### config.mk
export PLATFORM = sky130hd
export DESIGN_NAME = move_sequencer_flat
export DESIGN_NICKNAME = d
export VERILOG_FILES = /design/src/rtl/move_sequencer_if.sv /design/src/rtl/move_sequencer.sv /design/src/flat_wrapper.sv
export SDC_FILE = /design/constraint.sdc
export NUM_CORES = 1
export LEC_CHECK = 0
export CAP_MARGIN = 20
export CORE_AREA = 5 5 60 62
export DETAILED_ROUTE_END_ITERATION = 8
export DIE_AREA = 0 0 65 67
export PLACE_DENSITY = 0.75
export REMOVE_ABC_BUFFERS = 1
export SYNTH_ARGS = -nofsm -noshare
export SYNTH_HDL_FRONTEND = slang
export SYNTH_SLANG_ARGS = --single-unit
### constraint.sdc
create_clock -name clk -period 8 [get_ports clk]
set_input_delay 1.6 -clock clk [delete_from_list [all_inputs] [get_ports clk]]
set_output_delay 1.6 -clock clk [all_outputs]
set_load 0.02 [all_outputs]
### src/rtl/move_sequencer_if.sv
// move_sequencer_if: command, move and print handshake bundle for move_sequencer
interface move_sequencer_if #(
  parameter int CNT_W = 3
);
  logic             btn_valid;
  logic [2:0]       btn_dir;
  logic             rx_valid;
  logic [7:0]       rx_data;
  logic [2:0]       move_dir;
  logic             move_done;
  logic             game_rst;
  logic             print_start;
  logic             print_done;
  logic             busy;
  logic [CNT_W-1:0] fill;
  logic             dropped;
  modport master (
    output btn_valid, btn_dir, rx_valid, rx_data, move_done, print_done,
    input  move_dir, game_rst, print_start, busy, fill, dropped
  );
  modport slave (
    input  btn_valid, btn_dir, rx_valid, rx_data, move_done, print_done,
    output move_dir, game_rst, print_start, busy, fill, dropped
  );
endinterface

### src/rtl/move_sequencer.sv
// move_sequencer: queues button/UART moves, issues them then prints; MOVE_TIMEOUT_EN bounds waits
module move_sequencer #(
  parameter int DEPTH   = 4,
  parameter int CNT_W   = 3,
  parameter int TIMEOUT = 1000000
) (
  input logic clk,
  input logic rst,
  move_sequencer_if.slave bus
);
  localparam int AW = $clog2(DEPTH);
  typedef enum logic [2:0] {IDLE, ISSUE, WAIT_MOVE, GRST, PRINT, WAIT_PRINT} state_t;
  state_t           state, state_n;
  logic [1:0]       mem [DEPTH];
  logic [AW-1:0]    wr_ptr, rd_ptr;
  logic [CNT_W-1:0] fill;
  logic [1:0]       cmd, rx_d, sel_d;
  logic             pending_rst, dropped;
  logic             btn_ok, btn_r, rx_ok, rx_r, btn_act, rx_act;
  logic             rst_cmd, push_req, full, push, pop, drop, tmo;
  always_comb begin
    btn_ok   = bus.btn_valid && !bus.btn_dir[2];
    btn_r    = bus.btn_valid && bus.btn_dir == 3'd5;
    rx_ok    = bus.rx_valid && (bus.rx_data inside {8'h77, 8'h64, 8'h73, 8'h61});
    rx_r     = bus.rx_valid && bus.rx_data == 8'h72;
    rx_d     = bus.rx_data == 8'h64 ? 2'd1 : bus.rx_data == 8'h73 ? 2'd2 :
               bus.rx_data == 8'h61 ? 2'd3 : 2'd0;
    btn_act  = btn_ok || btn_r;
    rx_act   = rx_ok || rx_r;
    sel_d    = btn_act ? bus.btn_dir[1:0] : rx_d;
    rst_cmd  = btn_act ? btn_r : rx_r;
    push_req = btn_ok || (rx_ok && !btn_act);
    full     = fill == CNT_W'(DEPTH);
    push     = push_req && !full && !rst_cmd;
    pop      = state == IDLE && !pending_rst && !rst_cmd && fill != '0;
    drop     = (btn_act && rx_act) || (push_req && full);
  end
`ifdef MOVE_TIMEOUT_EN
  localparam int TW = $clog2(TIMEOUT + 1);
  logic [TW-1:0] tmo_cnt;
  always_ff @(posedge clk)
    if (rst || state_n != state) tmo_cnt <= '0;
    else if (state == WAIT_MOVE || state == WAIT_PRINT) tmo_cnt <= tmo_cnt + 1'b1;
  assign tmo = (state == WAIT_MOVE || state == WAIT_PRINT) && tmo_cnt == TW'(TIMEOUT - 1);
`else
  assign tmo = 1'b0;
`endif
  always_comb begin
    state_n = state;
    case (state)
      IDLE:       state_n = pending_rst ? GRST : pop ? ISSUE : IDLE;
      ISSUE:      state_n = WAIT_MOVE;
      WAIT_MOVE:  state_n = bus.move_done ? PRINT : tmo ? IDLE : WAIT_MOVE;
      GRST:       state_n = PRINT;
      PRINT:      state_n = WAIT_PRINT;
      WAIT_PRINT: state_n = (bus.print_done || tmo) ? IDLE : WAIT_PRINT;
      default:    state_n = IDLE;
    endcase
  end
  always_comb begin
    bus.move_dir    = state == ISSUE ? {1'b0, cmd} : 3'd4;
    bus.game_rst    = state == GRST;
    bus.print_start = state == PRINT;
    bus.busy        = state != IDLE;
    bus.fill        = fill;
    bus.dropped     = dropped;
  end
  always_ff @(posedge clk)
    if (push) mem[wr_ptr] <= sel_d;
  always_ff @(posedge clk)
    if (rst) begin
      state       <= IDLE;
      wr_ptr      <= '0;
      rd_ptr      <= '0;
      fill        <= '0;
      cmd         <= '0;
      pending_rst <= 1'b0;
      dropped     <= 1'b0;
    end else begin
      state <= state_n;
      if (rst_cmd) begin
        wr_ptr <= '0;
        rd_ptr <= '0;
        fill   <= '0;
      end else begin
        if (push) wr_ptr <= wr_ptr + 1'b1;
        if (pop) rd_ptr <= rd_ptr + 1'b1;
        fill <= fill + CNT_W'(push) - CNT_W'(pop);
      end
      if (pop) cmd <= mem[rd_ptr];
      pending_rst <= rst_cmd || (pending_rst && state != GRST);
      dropped     <= dropped || drop || tmo;
    end
endmodule

### src/flat_wrapper.sv
// flat-port wrapper written by rule: the top's interface ports become plain ports
module move_sequencer_flat 
#(
  parameter int DEPTH   = 4,
  parameter int CNT_W   = 3,
  parameter int TIMEOUT = 1000000
)
  (clk, rst, bus_btn_valid, bus_btn_dir, bus_rx_valid, bus_rx_data, bus_move_done, bus_print_done, bus_move_dir, bus_game_rst, bus_print_start, bus_busy, bus_fill, bus_dropped);
  move_sequencer_if #(.CNT_W(CNT_W)) bus_i ();
  input logic clk;
  input logic rst;
  input wire logic [$bits(bus_i.btn_valid)-1:0] bus_btn_valid;
  input wire logic [$bits(bus_i.btn_dir)-1:0] bus_btn_dir;
  input wire logic [$bits(bus_i.rx_valid)-1:0] bus_rx_valid;
  input wire logic [$bits(bus_i.rx_data)-1:0] bus_rx_data;
  input wire logic [$bits(bus_i.move_done)-1:0] bus_move_done;
  input wire logic [$bits(bus_i.print_done)-1:0] bus_print_done;
  output wire logic [$bits(bus_i.move_dir)-1:0] bus_move_dir;
  output wire logic [$bits(bus_i.game_rst)-1:0] bus_game_rst;
  output wire logic [$bits(bus_i.print_start)-1:0] bus_print_start;
  output wire logic [$bits(bus_i.busy)-1:0] bus_busy;
  output wire logic [$bits(bus_i.fill)-1:0] bus_fill;
  output wire logic [$bits(bus_i.dropped)-1:0] bus_dropped;
  assign bus_i.btn_valid = bus_btn_valid;
  assign bus_i.btn_dir = bus_btn_dir;
  assign bus_i.rx_valid = bus_rx_valid;
  assign bus_i.rx_data = bus_rx_data;
  assign bus_i.move_done = bus_move_done;
  assign bus_i.print_done = bus_print_done;
  assign bus_move_dir = bus_i.move_dir;
  assign bus_game_rst = bus_i.game_rst;
  assign bus_print_start = bus_i.print_start;
  assign bus_busy = bus_i.busy;
  assign bus_fill = bus_i.fill;
  assign bus_dropped = bus_i.dropped;
  move_sequencer #(.DEPTH(DEPTH), .CNT_W(CNT_W), .TIMEOUT(TIMEOUT)) u_core (.clk(clk), .rst(rst), .bus(bus_i));
endmodule
==> impl_metrics.env <==
export IMPL_drive_gt1_frac=0.0701
export IMPL_min_path_type="register to register"
export IMPL_clock_fmax_mhz=252
export IMPL_synth_seq_area_share=0.400
export IMPL_synth_top_area_cell="dfxtp_1"
export IMPL_die_area_um2=4360
export IMPL_cts_tree="yes"
export IMPL_critPathMaxFanout=6
export IMPL_syn_area_per_cell_um2=9.72
export IMPL_nNetsFinal=182
export IMPL_io_buffer_count=26
export IMPL_post_cts_setup_buffer_count=0
export IMPL_grt_overflow_total=0
export IMPL_end_kind="register"
export IMPL_setup_violations_final=0
export IMPL_internal_power_mw=0.253
export IMPL_final_common_cell="clkdlybuf4s50_1"
export IMPL_yosys_warnings=0
export IMPL_dr_pass1_iters=4
export IMPL_vias_per_cell=5.60
export IMPL_cts_clk_slew_worst_paths_ps=120
export IMPL_cts_sinks=22
export IMPL_nFillCells=279
export IMPL_die_y_um=67
export IMPL_synth_cells=134
export IMPL_fin_tns_setup_ps=0
export IMPL_critPathArrivalTime_ps=4170
export IMPL_die_w_um=65
export IMPL_cts_buffer_depth=2
export IMPL_preCtsSetupSlack_ps=3720
export IMPL_r2r_slack_ps=5390
export IMPL_initial_core_util=0.437
export IMPL_place_gp_congestion=0.860
export IMPL_grt_usage=0.131
export IMPL_cts_hold_buffers_added=0
export IMPL_num_vias=1064
export IMPL_status="finished clean"
export IMPL_min_path_cells=2
export IMPL_rows=20
export IMPL_placed_area_um2=1560
export IMPL_insertion_delay_ps=300
export IMPL_grt_busiest_layer="met2"
export IMPL_start_kind="input port"
export IMPL_path_class="input port to register"
export IMPL_yosys_most_used_dff="dfxtp_1"
export IMPL_hold_viol_final=0
export IMPL_p_sw_mw=0.150
export IMPL_pwr_share_clk=0.125
export IMPL_cts_buffers=3
export IMPL_p_leak_nw=0.599
export IMPL_drtIter0Drc=38
export IMPL_crit_end="u_core.bus.fill[2]$_SDFF_PP0_"
export IMPL_irDropWorstVdd_v=0.000124
export IMPL_drcViolationCount=0
export IMPL_synth_area_leaders="dfxtp_1 (22%), edfxtp_1 (18%), ha_1 (5.8%)"
export IMPL_synth_top_area_share=0.215
export IMPL_pwr_share_comb=0.463
export IMPL_rr_startpoint="u_core.state[1]$_SDFF_PP0_"
export IMPL_synth_ff_latch_count=22
export IMPL_reg2reg_depth=11
export IMPL_layout_min_cycle_time_ps=3970
export IMPL_setup_slack_ps=4030
export IMPL_core_region_area_um2=2980
export IMPL_totalWireLength_um=2710
export IMPL_required_ps=8200
export IMPL_areaGrowthSynthToFinish_pct=21.6
export IMPL_rsz0062_at_grt="false"
export IMPL_first_global_vias=1036
export IMPL_wire_per_inst_um=14.3
export IMPL_powerDensity_nw_per_um2=254
export IMPL_use_met1=0.136
export IMPL_ios=27
export IMPL_grt_max_degree=13
export IMPL_grtUsageMet2=0.264
export IMPL_synth_edff_count=8
export IMPL_drv_cap=0
export IMPL_worstReg2RegEnd="u_core.bus.fill[2]$_SDFF_PP0_"
export IMPL_antenna_cells=0
export IMPL_finClkSkew_ps=3.01
export IMPL_antenna_found_initial=0
export IMPL_most_common_layout_cells="clkdlybuf4s50_1 (26), dfxtp_1 (14)"
export IMPL_hold_ws_ps=482
export IMPL_synth_distinct_cells=48
export IMPL_slew_violations=0
export IMPL_p_seq_frac=0.413
export IMPL_clock_root_buffer="clkbuf_4"
export IMPL_grt_util_met3=0.0405
export IMPL_grt_pass1_wl_um=4490
export IMPL_fin_crit_sh=0.496
export IMPL_place_hpwl_um=2180
export IMPL_ant_nets=0
export IMPL_syn_cell_area_um2=1300
export IMPL_post_cts_resized=0
export IMPL_h_tree_depth=1
export IMPL_p_sw_frac=0.372
export IMPL_async_flop_share=0
export IMPL_crit_path_start="bus_rx_data[0]"
export IMPL_tightest_slew_ps=478
export IMPL_max_slew_margin_rel=0.680
export IMPL_final_area_um2=1580
[power groups by stage]
stage	Clock [mW]	Combinational, mW	Sequential (mW)
6_report	0.0502	0.186	0.166
5_1_grt	0.0571	0.211	0.171
4_1_cts	0.0511	0.189	0.167
3_5_place_dp	0	0.187	0.169
3_3_place_gp	0	0.180	0.167
2_1_floorplan	0	0.119	0.169
[worst max-delay path: stages]
cell             delay (ps)
clkdlybuf4s50_1         560
and4bb_1                220
and4_4                  210
nor3_1                  270
ha_1                    290
inv_1                    60
ha_1                    140
inv_1                    50
fa_1                    370
xor2_1                  180
xnor2_1                 150
nor2_1                   70
[layout make-up]
| cell class | instances | area, µm² | share of cell area |
|---|---|---|---|
| clock buffer | 3 | 22.5 | 0.0142 |
| clock inverter | 1 | 3.75 | 0.00237 |
| inverter | 8 | 30.0 | 0.0190 |
| multi-input combinational | 97 | 706 | 0.445 |
| sequential | 22 | 520 | 0.329 |
| tap | 33 | 41.3 | 0.0261 |
| timing repair buffer | 26 | 260 | 0.164 |
[flip-flops by register name (all words and copies together) (netlist names)]
register            cells
u_core.mem              8
u_core.bus.fill         3
u_core.state            3
u_core.cmd              2
u_core.rd_ptr           2
u_core.wr_ptr           2
u_core.bus.dropped      1
u_core.pending_rst      1
[metal layers]
metal  wire, µm  part of all wire  vias up
met5          0                 0        -
met4          0                 0        0
met3        122             0.045        0
met2       1490              0.55       20
met1       1100              0.41      509
li1           -                 -      535
[logic make-up (layout without fill, tap and decap cells)]
family | count (synthesis) | after routing | share of synthesized area
simple gates | 60 | 60 | 0.281
compound gates | 22 | 22 | 0.110
flops | 22 | 22 | 0.400
buf+inv | 15 | 38 | 0.0586
fa+ha+maj | 7 | 7 | 0.0730
mux | 5 | 5 | 0.0576
xor+xnor | 3 | 3 | 0.0202
[how the worst min path moves through the flow]
stage                                from                          to  slack, ps
2_1_floorplan  u_core.cmd[0]$_SDFFE_PP0P_  u_core.cmd[0]$_SDFFE_PP0P_        440
3_3_place_gp   u_core.cmd[1]$_SDFFE_PP0P_  u_core.cmd[1]$_SDFFE_PP0P_        470
3_5_place_dp   u_core.cmd[0]$_SDFFE_PP0P_  u_core.cmd[0]$_SDFFE_PP0P_        470
4_1_cts        u_core.cmd[0]$_SDFFE_PP0P_  u_core.cmd[0]$_SDFFE_PP0P_        480
5_1_grt        u_core.cmd[0]$_SDFFE_PP0P_  u_core.cmd[0]$_SDFFE_PP0P_        520
6_report       u_core.cmd[0]$_SDFFE_PP0P_  u_core.cmd[0]$_SDFFE_PP0P_        480
[through the flow]
stage | std cells | power (mW) | util
after CTS | 190 | 0.406 | 0.532
after global routing | 190 | 0.438 | 0.532
final | 190 | 0.403 | 0.532
after detailed placement | 186 | 0.356 | 0.523
after floorplan | 127 | 0.288 | -
after global placement | 186 | 0.347 | 0.523
[synthesized netlist by cell type (2+ instances only)]
cell and count:
nand4_1 4, o31ai_1 4, nor3_1 4, mux4_2 2, o22ai_1 3, nand3_1 8, clkbuf_1 3, mux2i_1 3
and2_1 8, or2_2 2, nor2_1 7, o21ai_0 3, xnor2_1 2, buf_2 2, dfxtp_1 14, nand2_1 6
inv_1 8, a21oi_1 6, nor2b_1 2, nand2b_1 2, ha_1 6, edfxtp_1 8, nand4b_1 2
(Power assumes the default switching activity.)
